## config.mk

```make
export PLATFORM = sky130hd
export DESIGN_NAME = axi_rd_arbiter_flat
export DESIGN_NICKNAME = d
export VERILOG_FILES = /design/src/rtl/axi_rd_arbiter_pkg.sv /design/src/rtl/axi_rd_arbiter_if.sv /design/src/rtl/axi_rd_arbiter_rr_arbiter2.sv /design/src/rtl/axi_rd_arbiter.sv /design/src/flat_wrapper.sv
export SDC_FILE = /design/constraint.sdc
export NUM_CORES = 1
export LEC_CHECK = 0
export BUFFER_PORTS_ARGS = -buffer_cell sky130_fd_sc_hd__buf_4
export CAP_MARGIN = 5
export CORE_ASPECT_RATIO = 0.6
export CORE_UTILIZATION = 33
export DETAILED_ROUTE_END_ITERATION = 6
export GPL_TIMING_DRIVEN = 0
export PLACE_DENSITY_LB_ADDON = 0.1
export SLEW_MARGIN = 40
export SYNTH_ARGS = -nofsm -noshare
export SYNTH_HDL_FRONTEND = slang
export SYNTH_SLANG_ARGS = --single-unit
```

## constraint.sdc

```tcl
create_clock -name clk -period 1.4 [get_ports clk]
set_input_delay 0.07 -clock clk [delete_from_list [all_inputs] [get_ports clk]]
set_output_delay 0.07 -clock clk [all_outputs]
set_load 0.05 [all_outputs]
```

## src/rtl/axi_rd_arbiter_pkg.sv

```systemverilog
// Shared types and constants for the two-requester AXI read-channel arbiter.
package axi_rd_arbiter_pkg;

    localparam int unsigned LEN_W  = 8;
    localparam int unsigned RESP_W = 2;

    typedef enum logic [1:0] {
        ST_IDLE = 2'b00,
        ST_ADDR = 2'b01,
        ST_DATA = 2'b11
    } arb_state_e;

    localparam logic [1:0] GNT_NONE = 2'b00;
    localparam logic [1:0] GNT_S0   = 2'b01;
    localparam logic [1:0] GNT_S1   = 2'b10;

    // Fixed AR attributes used by the instruction and data memory blocks
    localparam logic [2:0] AXI_SIZE_4B    = 3'b010;
    localparam logic [1:0] AXI_BURST_INCR = 2'b01;
    localparam logic [3:0] AXI_CACHE_MOD  = 4'b0011;

endpackage

```

## src/rtl/axi_rd_arbiter_if.sv

```systemverilog
// AR/R channel bundles: one per requester, one towards the AXI master port.
interface axi_rd_req_if
    import axi_rd_arbiter_pkg::*;
#(
    parameter int unsigned C_ADDR_WIDTH = 32,
    parameter int unsigned C_DATA_WIDTH = 32
) ();
    logic [C_ADDR_WIDTH-1:0] araddr;
    logic [LEN_W-1:0]        arlen;
    logic                    arvalid;
    logic                    arready;
    logic [C_DATA_WIDTH-1:0] rdata;
    logic [RESP_W-1:0]       rresp;
    logic                    rlast;
    logic                    rvalid;
    logic                    rready;

    modport master (output araddr, arlen, arvalid, rready,
                    input  arready, rdata, rresp, rlast, rvalid);
    modport slave  (input  araddr, arlen, arvalid, rready,
                    output arready, rdata, rresp, rlast, rvalid);
endinterface

interface axi_rd_mst_if
    import axi_rd_arbiter_pkg::*;
#(
    parameter int unsigned C_ADDR_WIDTH = 32,
    parameter int unsigned C_DATA_WIDTH = 32,
    parameter int unsigned C_ID_WIDTH   = 1
) ();
    logic [C_ID_WIDTH-1:0]   arid;
    logic [C_ADDR_WIDTH-1:0] araddr;
    logic [LEN_W-1:0]        arlen;
    logic                    arvalid;
    logic                    arready;
    logic [C_ID_WIDTH-1:0]   rid;
    logic [C_DATA_WIDTH-1:0] rdata;
    logic [RESP_W-1:0]       rresp;
    logic                    rlast;
    logic                    rvalid;
    logic                    rready;

    modport master (output arid, araddr, arlen, arvalid, rready,
                    input  arready, rid, rdata, rresp, rlast, rvalid);
    modport slave  (input  arid, araddr, arlen, arvalid, rready,
                    output arready, rid, rdata, rresp, rlast, rvalid);
endinterface

```

## src/rtl/axi_rd_arbiter_rr_arbiter2.sv

```systemverilog
// Combinational two-way round-robin pick; on a tie the requester that did not win last time wins.
module rr_arbiter2
    import axi_rd_arbiter_pkg::*;
(
    input  logic [1:0] req,
    input  logic       last_grant,
    output logic [1:0] gnt_c
);

    always_comb begin
        gnt_c = GNT_NONE;
        case (req)
            2'b01:   gnt_c = GNT_S0;
            2'b10:   gnt_c = GNT_S1;
            2'b11:   gnt_c = last_grant ? GNT_S0 : GNT_S1;
            default: gnt_c = GNT_NONE;
        endcase
    end

endmodule

```

## src/rtl/axi_rd_arbiter.sv

```systemverilog
// Shares one AXI read master (AR/R) between instruction fetch (s0) and data memory (s1),
// one outstanding burst at a time, grant held from AR capture to the RLAST handshake.
module axi_rd_arbiter
    import axi_rd_arbiter_pkg::*;
#(
    parameter int unsigned C_ADDR_WIDTH = 32,
    parameter int unsigned C_DATA_WIDTH = 32,
    parameter int unsigned C_ID_WIDTH   = 1
) (
    input  logic         clk,
    input  logic         rst,
    axi_rd_req_if.slave  s0,
    axi_rd_req_if.slave  s1,
    axi_rd_mst_if.master m_axi,
    output logic [1:0]   grant
);

    arb_state_e              state;
    arb_state_e              state_nxt;
    logic                    last_grant;
    logic [1:0]              pick_c;
    logic                    capture;
    logic                    r_done;
    logic [C_ADDR_WIDTH-1:0] win_addr;
    logic [LEN_W-1:0]        win_len;
    logic [C_DATA_WIDTH-1:0] r_data;
    logic                    rid_unused;

    rr_arbiter2 u_rr (
        .req        ({s1.arvalid, s0.arvalid}),
        .last_grant (last_grant),
        .gnt_c      (pick_c)
    );

    assign win_addr   = pick_c[1] ? s1.araddr : s0.araddr;
    assign win_len    = pick_c[1] ? s1.arlen  : s0.arlen;
    assign r_data     = m_axi.rdata;
    // Routing is by grant only; RID is deliberately not compared with ARID
    assign rid_unused = ^m_axi.rid;

    assign capture = (state == ST_IDLE) && (pick_c != GNT_NONE) && !rst;
    assign r_done  = (state == ST_DATA) && m_axi.rvalid && m_axi.rready && m_axi.rlast;

    // State register
    always_ff @(posedge clk) begin
        if (rst) begin
            state <= ST_IDLE;
        end else begin
            state <= state_nxt;
        end
    end

    // Next-state logic; burst end is RLAST only, no beat counter
    always_comb begin
        state_nxt = state;
        case (state)
            ST_IDLE: if (capture)        state_nxt = ST_ADDR;
            ST_ADDR: if (m_axi.arready)  state_nxt = ST_DATA;
            ST_DATA: if (r_done)         state_nxt = ST_IDLE;
            default:                     state_nxt = ST_IDLE;
        endcase
    end

    // Outputs: ARREADY pulse on capture, R routed to the owner only while in DATA
    always_comb begin
        s0.arready   = 1'b0;
        s1.arready   = 1'b0;
        s0.rvalid    = 1'b0;
        s0.rdata     = '0;
        s0.rresp     = '0;
        s0.rlast     = 1'b0;
        s1.rvalid    = 1'b0;
        s1.rdata     = '0;
        s1.rresp     = '0;
        s1.rlast     = 1'b0;
        m_axi.rready = 1'b0;
        s0.arready   = capture && pick_c[0];
        s1.arready   = capture && pick_c[1];
        if (state == ST_DATA) begin
            if (grant[0]) begin
                s0.rvalid    = m_axi.rvalid;
                s0.rdata     = r_data;
                s0.rresp     = m_axi.rresp;
                s0.rlast     = m_axi.rlast;
                m_axi.rready = s0.rready;
            end else if (grant[1]) begin
                s1.rvalid    = m_axi.rvalid;
                s1.rdata     = r_data;
                s1.rresp     = m_axi.rresp;
                s1.rlast     = m_axi.rlast;
                m_axi.rready = s1.rready;
            end
        end
    end

    // Registered AR request, grant owner and round-robin history
    always_ff @(posedge clk) begin
        if (rst) begin
            m_axi.arvalid <= 1'b0;
            m_axi.araddr  <= '0;
            m_axi.arlen   <= '0;
            m_axi.arid    <= '0;
            grant         <= GNT_NONE;
            last_grant    <= 1'b1;
        end else if (capture) begin
            m_axi.arvalid <= 1'b1;
            m_axi.araddr  <= win_addr;
            m_axi.arlen   <= win_len;
            m_axi.arid    <= C_ID_WIDTH'(pick_c[1]);
            grant         <= pick_c;
            last_grant    <= pick_c[1];
        end else if ((state == ST_ADDR) && m_axi.arready) begin
            m_axi.arvalid <= 1'b0;
            m_axi.araddr  <= '0;
            m_axi.arlen   <= '0;
        end else if (r_done) begin
            grant         <= GNT_NONE;
        end
    end

endmodule

```

## src/flat_wrapper.sv

```systemverilog
// flat-port wrapper written by rule: the top's interface ports become plain ports
module axi_rd_arbiter_flat import axi_rd_arbiter_pkg::*;
#(
    parameter int unsigned C_ADDR_WIDTH = 32,
    parameter int unsigned C_DATA_WIDTH = 32,
    parameter int unsigned C_ID_WIDTH   = 1
)
  (clk, rst, grant, s0_araddr, s0_arlen, s0_arvalid, s0_rready, s0_arready, s0_rdata, s0_rresp, s0_rlast, s0_rvalid, s1_araddr, s1_arlen, s1_arvalid, s1_rready, s1_arready, s1_rdata, s1_rresp, s1_rlast, s1_rvalid, m_axi_arid, m_axi_araddr, m_axi_arlen, m_axi_arvalid, m_axi_rready, m_axi_arready, m_axi_rid, m_axi_rdata, m_axi_rresp, m_axi_rlast, m_axi_rvalid);
  axi_rd_req_if #(.C_ADDR_WIDTH(C_ADDR_WIDTH), .C_DATA_WIDTH(C_DATA_WIDTH)) s0_i ();
  axi_rd_req_if #(.C_ADDR_WIDTH(C_ADDR_WIDTH), .C_DATA_WIDTH(C_DATA_WIDTH)) s1_i ();
  axi_rd_mst_if #(.C_ADDR_WIDTH(C_ADDR_WIDTH), .C_DATA_WIDTH(C_DATA_WIDTH), .C_ID_WIDTH(C_ID_WIDTH)) m_axi_i ();
  input  logic clk;
  input  logic rst;
  output logic [1:0] grant;
  input wire logic [$bits(s0_i.araddr)-1:0] s0_araddr;
  input wire logic [$bits(s0_i.arlen)-1:0] s0_arlen;
  input wire logic [$bits(s0_i.arvalid)-1:0] s0_arvalid;
  input wire logic [$bits(s0_i.rready)-1:0] s0_rready;
  output wire logic [$bits(s0_i.arready)-1:0] s0_arready;
  output wire logic [$bits(s0_i.rdata)-1:0] s0_rdata;
  output wire logic [$bits(s0_i.rresp)-1:0] s0_rresp;
  output wire logic [$bits(s0_i.rlast)-1:0] s0_rlast;
  output wire logic [$bits(s0_i.rvalid)-1:0] s0_rvalid;
  input wire logic [$bits(s1_i.araddr)-1:0] s1_araddr;
  input wire logic [$bits(s1_i.arlen)-1:0] s1_arlen;
  input wire logic [$bits(s1_i.arvalid)-1:0] s1_arvalid;
  input wire logic [$bits(s1_i.rready)-1:0] s1_rready;
  output wire logic [$bits(s1_i.arready)-1:0] s1_arready;
  output wire logic [$bits(s1_i.rdata)-1:0] s1_rdata;
  output wire logic [$bits(s1_i.rresp)-1:0] s1_rresp;
  output wire logic [$bits(s1_i.rlast)-1:0] s1_rlast;
  output wire logic [$bits(s1_i.rvalid)-1:0] s1_rvalid;
  output wire logic [$bits(m_axi_i.arid)-1:0] m_axi_arid;
  output wire logic [$bits(m_axi_i.araddr)-1:0] m_axi_araddr;
  output wire logic [$bits(m_axi_i.arlen)-1:0] m_axi_arlen;
  output wire logic [$bits(m_axi_i.arvalid)-1:0] m_axi_arvalid;
  output wire logic [$bits(m_axi_i.rready)-1:0] m_axi_rready;
  input wire logic [$bits(m_axi_i.arready)-1:0] m_axi_arready;
  input wire logic [$bits(m_axi_i.rid)-1:0] m_axi_rid;
  input wire logic [$bits(m_axi_i.rdata)-1:0] m_axi_rdata;
  input wire logic [$bits(m_axi_i.rresp)-1:0] m_axi_rresp;
  input wire logic [$bits(m_axi_i.rlast)-1:0] m_axi_rlast;
  input wire logic [$bits(m_axi_i.rvalid)-1:0] m_axi_rvalid;
  assign s0_i.araddr = s0_araddr;
  assign s0_i.arlen = s0_arlen;
  assign s0_i.arvalid = s0_arvalid;
  assign s0_i.rready = s0_rready;
  assign s0_arready = s0_i.arready;
  assign s0_rdata = s0_i.rdata;
  assign s0_rresp = s0_i.rresp;
  assign s0_rlast = s0_i.rlast;
  assign s0_rvalid = s0_i.rvalid;
  assign s1_i.araddr = s1_araddr;
  assign s1_i.arlen = s1_arlen;
  assign s1_i.arvalid = s1_arvalid;
  assign s1_i.rready = s1_rready;
  assign s1_arready = s1_i.arready;
  assign s1_rdata = s1_i.rdata;
  assign s1_rresp = s1_i.rresp;
  assign s1_rlast = s1_i.rlast;
  assign s1_rvalid = s1_i.rvalid;
  assign m_axi_arid = m_axi_i.arid;
  assign m_axi_araddr = m_axi_i.araddr;
  assign m_axi_arlen = m_axi_i.arlen;
  assign m_axi_arvalid = m_axi_i.arvalid;
  assign m_axi_rready = m_axi_i.rready;
  assign m_axi_i.arready = m_axi_arready;
  assign m_axi_i.rid = m_axi_rid;
  assign m_axi_i.rdata = m_axi_rdata;
  assign m_axi_i.rresp = m_axi_rresp;
  assign m_axi_i.rlast = m_axi_rlast;
  assign m_axi_i.rvalid = m_axi_rvalid;
  axi_rd_arbiter #(.C_ADDR_WIDTH(C_ADDR_WIDTH), .C_DATA_WIDTH(C_DATA_WIDTH), .C_ID_WIDTH(C_ID_WIDTH)) u_core (.clk(clk), .rst(rst), .s0(s0_i), .s1(s1_i), .m_axi(m_axi_i), .grant(grant));
endmodule
```

==> metrics.sh <==
CTS_ROOT_BUF='sky130_fd_sc_hd__clkbuf_16'
WL_PER_CELL_UM=16.19
GRT.TOTAL_USAGE_PCT=25.46
YS_SEQ_AREA_SHARE_PCT=37.26
FRACTION_OF_THE_MAPPED_NETLIST_AREA_IN_COMPOUND_GATES_PCT=19.38
REPORT.FINAL.HOLD_VIOL_COUNT=0
LEAKAGE_nW=2.618
SETUP_WS_NS=-0.1918
CTS-HTREE-LEVELS=2
TRITONCTS_CLOCK_TREE='done'
GRT_FIRST_PASS_WIRELENGTH_UM=15940
FAILED_CHECKS='negative setup slack'
GRTUSAGEMET2_PCT=45.72
SYNTH_XOR_XNOR_AREA_SHARE_PCT=0
SYN_AVG_CELL_AREA_UM2=9.674
MAX-VDD-IR-DROP_mV=0.5271
COUNT_OF_NON_FILLER_CELLS_IN_THE_FINISHED_LAYOUT=632
FILLERS=521
POWER.DENSITY_nW_PER_UM2=747.8
CLKLATENCYLATEPIN_NS=0.28
TIMING.SLEW.HEADROOM_PCT=77.06
DIE-WIDTH_UM=114.9
GRT_MAX_DEGREE=16
CRIT_FANOUT=10
SYNTH_SIMPLE_GATE_AREA_SHARE_PCT=21.56
DIE_AREA_UM2=8017
WORST-SLEW-PIN-TRANSITION_NS=0.3419
GRTUSAGEMET3_PCT=8.129
SHARE_OF_CELL_AREA_TAKEN_BY_MUXES_AFTER_SYNTHESIS_PCT=15.86
FINALWEIGHTEDCONGESTION=0.7422
EFFECTIVE_UTILIZATION_AT_FLOORPLAN_PCT=34.46
PORTBUFFERS=241
IO-PIN-COUNT=243
TIMING_MAX_TRANSITION_VIOLATIONS_FINAL=0
FIRSTDRTPASSITERS=4
DPL.CELL_COUNT=606
PATH_CLASS='reg2out'
MAX_CAP_VIOL_COUNT=0
SYNTH_LARGEST_AREA_CELL='sky130_fd_sc_hd__dfxtp_1'
CLK_PIN_SLEW_NS=0.06
WORST-ENDPOINT-ARRIVAL_NS=1.52
TIMING.FINAL.CRIT_SHARE_PCT=113.7
TIMING.FINAL.SETUP_VIOLATIONS=114
CTS.SINK_COUNT=47
SKEW_NS=0.006992
DR.FIRST_ITER.DRC_COUNT=79
YS_TYPES=29
TIMING.CRITICAL_PATH.REQUIRED_NS=1.33
VIA_COUNT=2978
STARTPOINT_TYPE_OF_THE_WORST_SETUP_PATH='flop'
ENDPOINT_KIND='output pin'
SYN-CELL-AREA_UM2=2525
CTS_MADE_BUFFERS=5
ANTENNADIODECOUNT=0
SYNTH_TOP_FAMILY_BY_AREA='simple AND/OR/NAND/NOR gates'
OVERALL_OVERFLOW_REMAINING_AFTER_GLOBAL_ROUTE=0
TIMING.HOLD.WORST.CLASS='in2reg'
TIMING.SETUP.TNS_NS=-15.67
CTS.PATH.MAX_BUFFERS=2
DRC_VIOLATION_COUNT_AFTER_ROUTING=0
NETLIST_TOP_CELLS_AREA='sky130_fd_sc_hd__dfxtp_1, sky130_fd_sc_hd__and2_1, sky130_fd_sc_hd__mux2i_1'
SYNTHESIS.NETS=385
GRT_BUSIEST_LAYER='met2'
PERIOD_NEEDED_NS=1.592
SYNTH.TOP_CELL.AREA_SHARE_PCT=37.26
WORST_SLACK_PLACED_NS=-0.3665
DRIVE_ABOVE_1_SHARE_PCT=69.51
WIRELENGTH_ROUTED_UM=10230
VIAS_PER_CELL=4.712
FINAL_NET_COUNT=651
FIN_HOLD_WS_NS=0.05211
SYNTH-ADDER-AREA-SHARE_PCT=0
YOSYS_REGISTER_BITS=47
FIRST_GLOBAL_VIAS=3102
COREAREA_UM2=7327
SETUP_REPAIR_AFTER_GLOBAL_ROUTING_MISSED_ITS_MARGIN='true'
AREA_GROWTH_PCT=116.9
SYNTH_CELLS=261
GRT_UTIL_MET1_PCT=29.85
POSTROUTEANTENNANETS=0
NUM_ROWS=24
DIE_H_UM=69.76
MAX_FREQ_MHz=628.2
INITIAL_ANTENNA_VIOLATION_COUNT=0
HALF_PERIMETER_WIRE_LENGTH_AFTER_DETAILED_PLACEMENT_UM=7278
SYNTH.YOSYS.WARNINGS=0
RUN_STATUS='complete, but fails checks'
==> synth_stat cells, drive strengths merged <==
master / count
and2: 72
dfxtp: 47
mux2i: 40
o2bb2ai: 40
buf: 11
clkbuf: 10
inv: 7
nand2: 5
a21oi: 4
o31ai: 4
nor2: 3
o21ai: 3
nand3: 2
nor3: 2
a211oi: 1
a21boi: 1
a31oi: 1
nand2b: 1
nand3b: 1
nand4: 1
o21a: 1
o21ba: 1
o21bai: 1
or2b: 1
or3: 1
==> sequential cells by signal (all words and copies together) (netlist names) <==
register / flops
u_core.grant: 2
u_core.last_grant: 1
u_core.m_axi.araddr: 32
u_core.m_axi.arid: 1
u_core.m_axi.arlen: 8
u_core.m_axi.arvalid: 1
u_core.state: 2
==> worst max-delay path, stage by stage, from the launching register on <==
cell and delay [ns]:
sky130_fd_sc_hd__dfxtp_4 0.37, sky130_fd_sc_hd__inv_1 0.17, sky130_fd_sc_hd__nor2_4 0.07, sky130_fd_sc_hd__buf_12 0.14, sky130_fd_sc_hd__buf_8 0.13, sky130_fd_sc_hd__and2_2 0.20, sky130_fd_sc_hd__buf_6 0.16
==> cell usage in the layout, fill, tap and decap left out, types with 2 or more instances in the layout <==
cell / instances
sky130_fd_sc_hd__buf_12: 3
sky130_fd_sc_hd__buf_4: 189
sky130_fd_sc_hd__nand2_1: 4
sky130_fd_sc_hd__buf_8: 45
sky130_fd_sc_hd__o2bb2ai_2: 2
sky130_fd_sc_hd__o31ai_1: 3
sky130_fd_sc_hd__nor2_1: 2
sky130_fd_sc_hd__dfxtp_1: 43
sky130_fd_sc_hd__clkbuf_16: 7
sky130_fd_sc_hd__buf_6: 31
sky130_fd_sc_hd__and2_1: 6
sky130_fd_sc_hd__clkinv_2: 2
sky130_fd_sc_hd__nand3_1: 2
sky130_fd_sc_hd__dfxtp_2: 3
sky130_fd_sc_hd__o2bb2ai_1: 38
sky130_fd_sc_hd__a21oi_1: 3
sky130_fd_sc_hd__and2_4: 48
sky130_fd_sc_hd__o21ai_0: 2
sky130_fd_sc_hd__clkbuf_2: 4
sky130_fd_sc_hd__and2_2: 18
sky130_fd_sc_hd__buf_2: 3
sky130_fd_sc_hd__mux2i_1: 40
sky130_fd_sc_hd__inv_1: 7
==> final cells by class <==
| type | instances | area (um^2) | share of cell area (%) |
|---|---|---|---|
| plain buffers | 21 | 240.2 | 4.387 |
| repair buffers | 258 | 2366 | 43.20 |
| inverters | 7 | 26.28 | 0.4798 |
| clock inverters | 3 | 18.77 | 0.3427 |
| clock buffers | 5 | 125.1 | 2.285 |
| multi-input cells | 187 | 1622 | 29.61 |
| well taps | 104 | 130.1 | 2.376 |
| flip-flops and latches | 47 | 948.4 | 17.32 |
==> what timing repair did <==
item | 4_1_cts | 5_1_grt
setup buffers | 10 | 1
setup endpoints to repair | 114 | 117
pin swaps | 16 | 22
hold buffers | 0 | 1
endpoints found under the hold margin | 0 | 2
cloned | 4 | 2
resized for setup | 149 | 14
==> report_power, final <==
| part | total [mW] | switching [mW] | internal (mW) |
|---|---|---|---|
| registers | 1.51 | 0.0641 | 1.45 |
| clock network | 1.15 | 0.492 | 0.661 |
| logic | 1.43 | 0.799 | 0.632 |
| total | 4.10 | 1.36 | 2.74 |
==> metrics by stage <==
step | util (%) | power, mW | instance area, um^2
2_1_floorplan | - | 2.289 | 2665
3_3_place_gp | 62.84 | 2.821 | 4604
3_5_place_dp | 62.84 | 2.842 | 4604
4_1_cts | 73.77 | 4.118 | 5405
5_1_grt | 74.74 | 4.301 | 5477
6_report | 74.74 | 4.096 | 5477
==> layer usage <==
metal,wire [um],up-vias
met1,3972,1398
met2,5325,122
met3,863,6
met5,0,-
li1,-,1452
met4,70,0
==> path summary, 6_finish.rpt <==
check / startpoint / slack [ns] / cells past startpoint / to
worst max-delay path: u_core.grant[0] / -0.19 / 6 / s0_rdata[5]
worst min register to register: u_core.m_axi.araddr[28] / 0.46 / 1 / u_core.m_axi.araddr[28]
worst max register to register: u_core.state[0] / -0.14 / 7 / u_core.m_axi.araddr[24]
worst min-delay path: s0_araddr[5] / 0.05 / 3 / u_core.m_axi.araddr[5]
==> kinds of logic (layout without fill, tap and decap cells) <==
kind of cell | after synthesis | in the layout
buffers and inverters | 28 | 294
AO/OA/AOI/OAI | 57 | 57
flip-flops | 47 | 47
multiplexers | 40 | 40
AND/OR/NAND/NOR | 89 | 90
No activity file was read; power rests on OpenSTA's default activity.
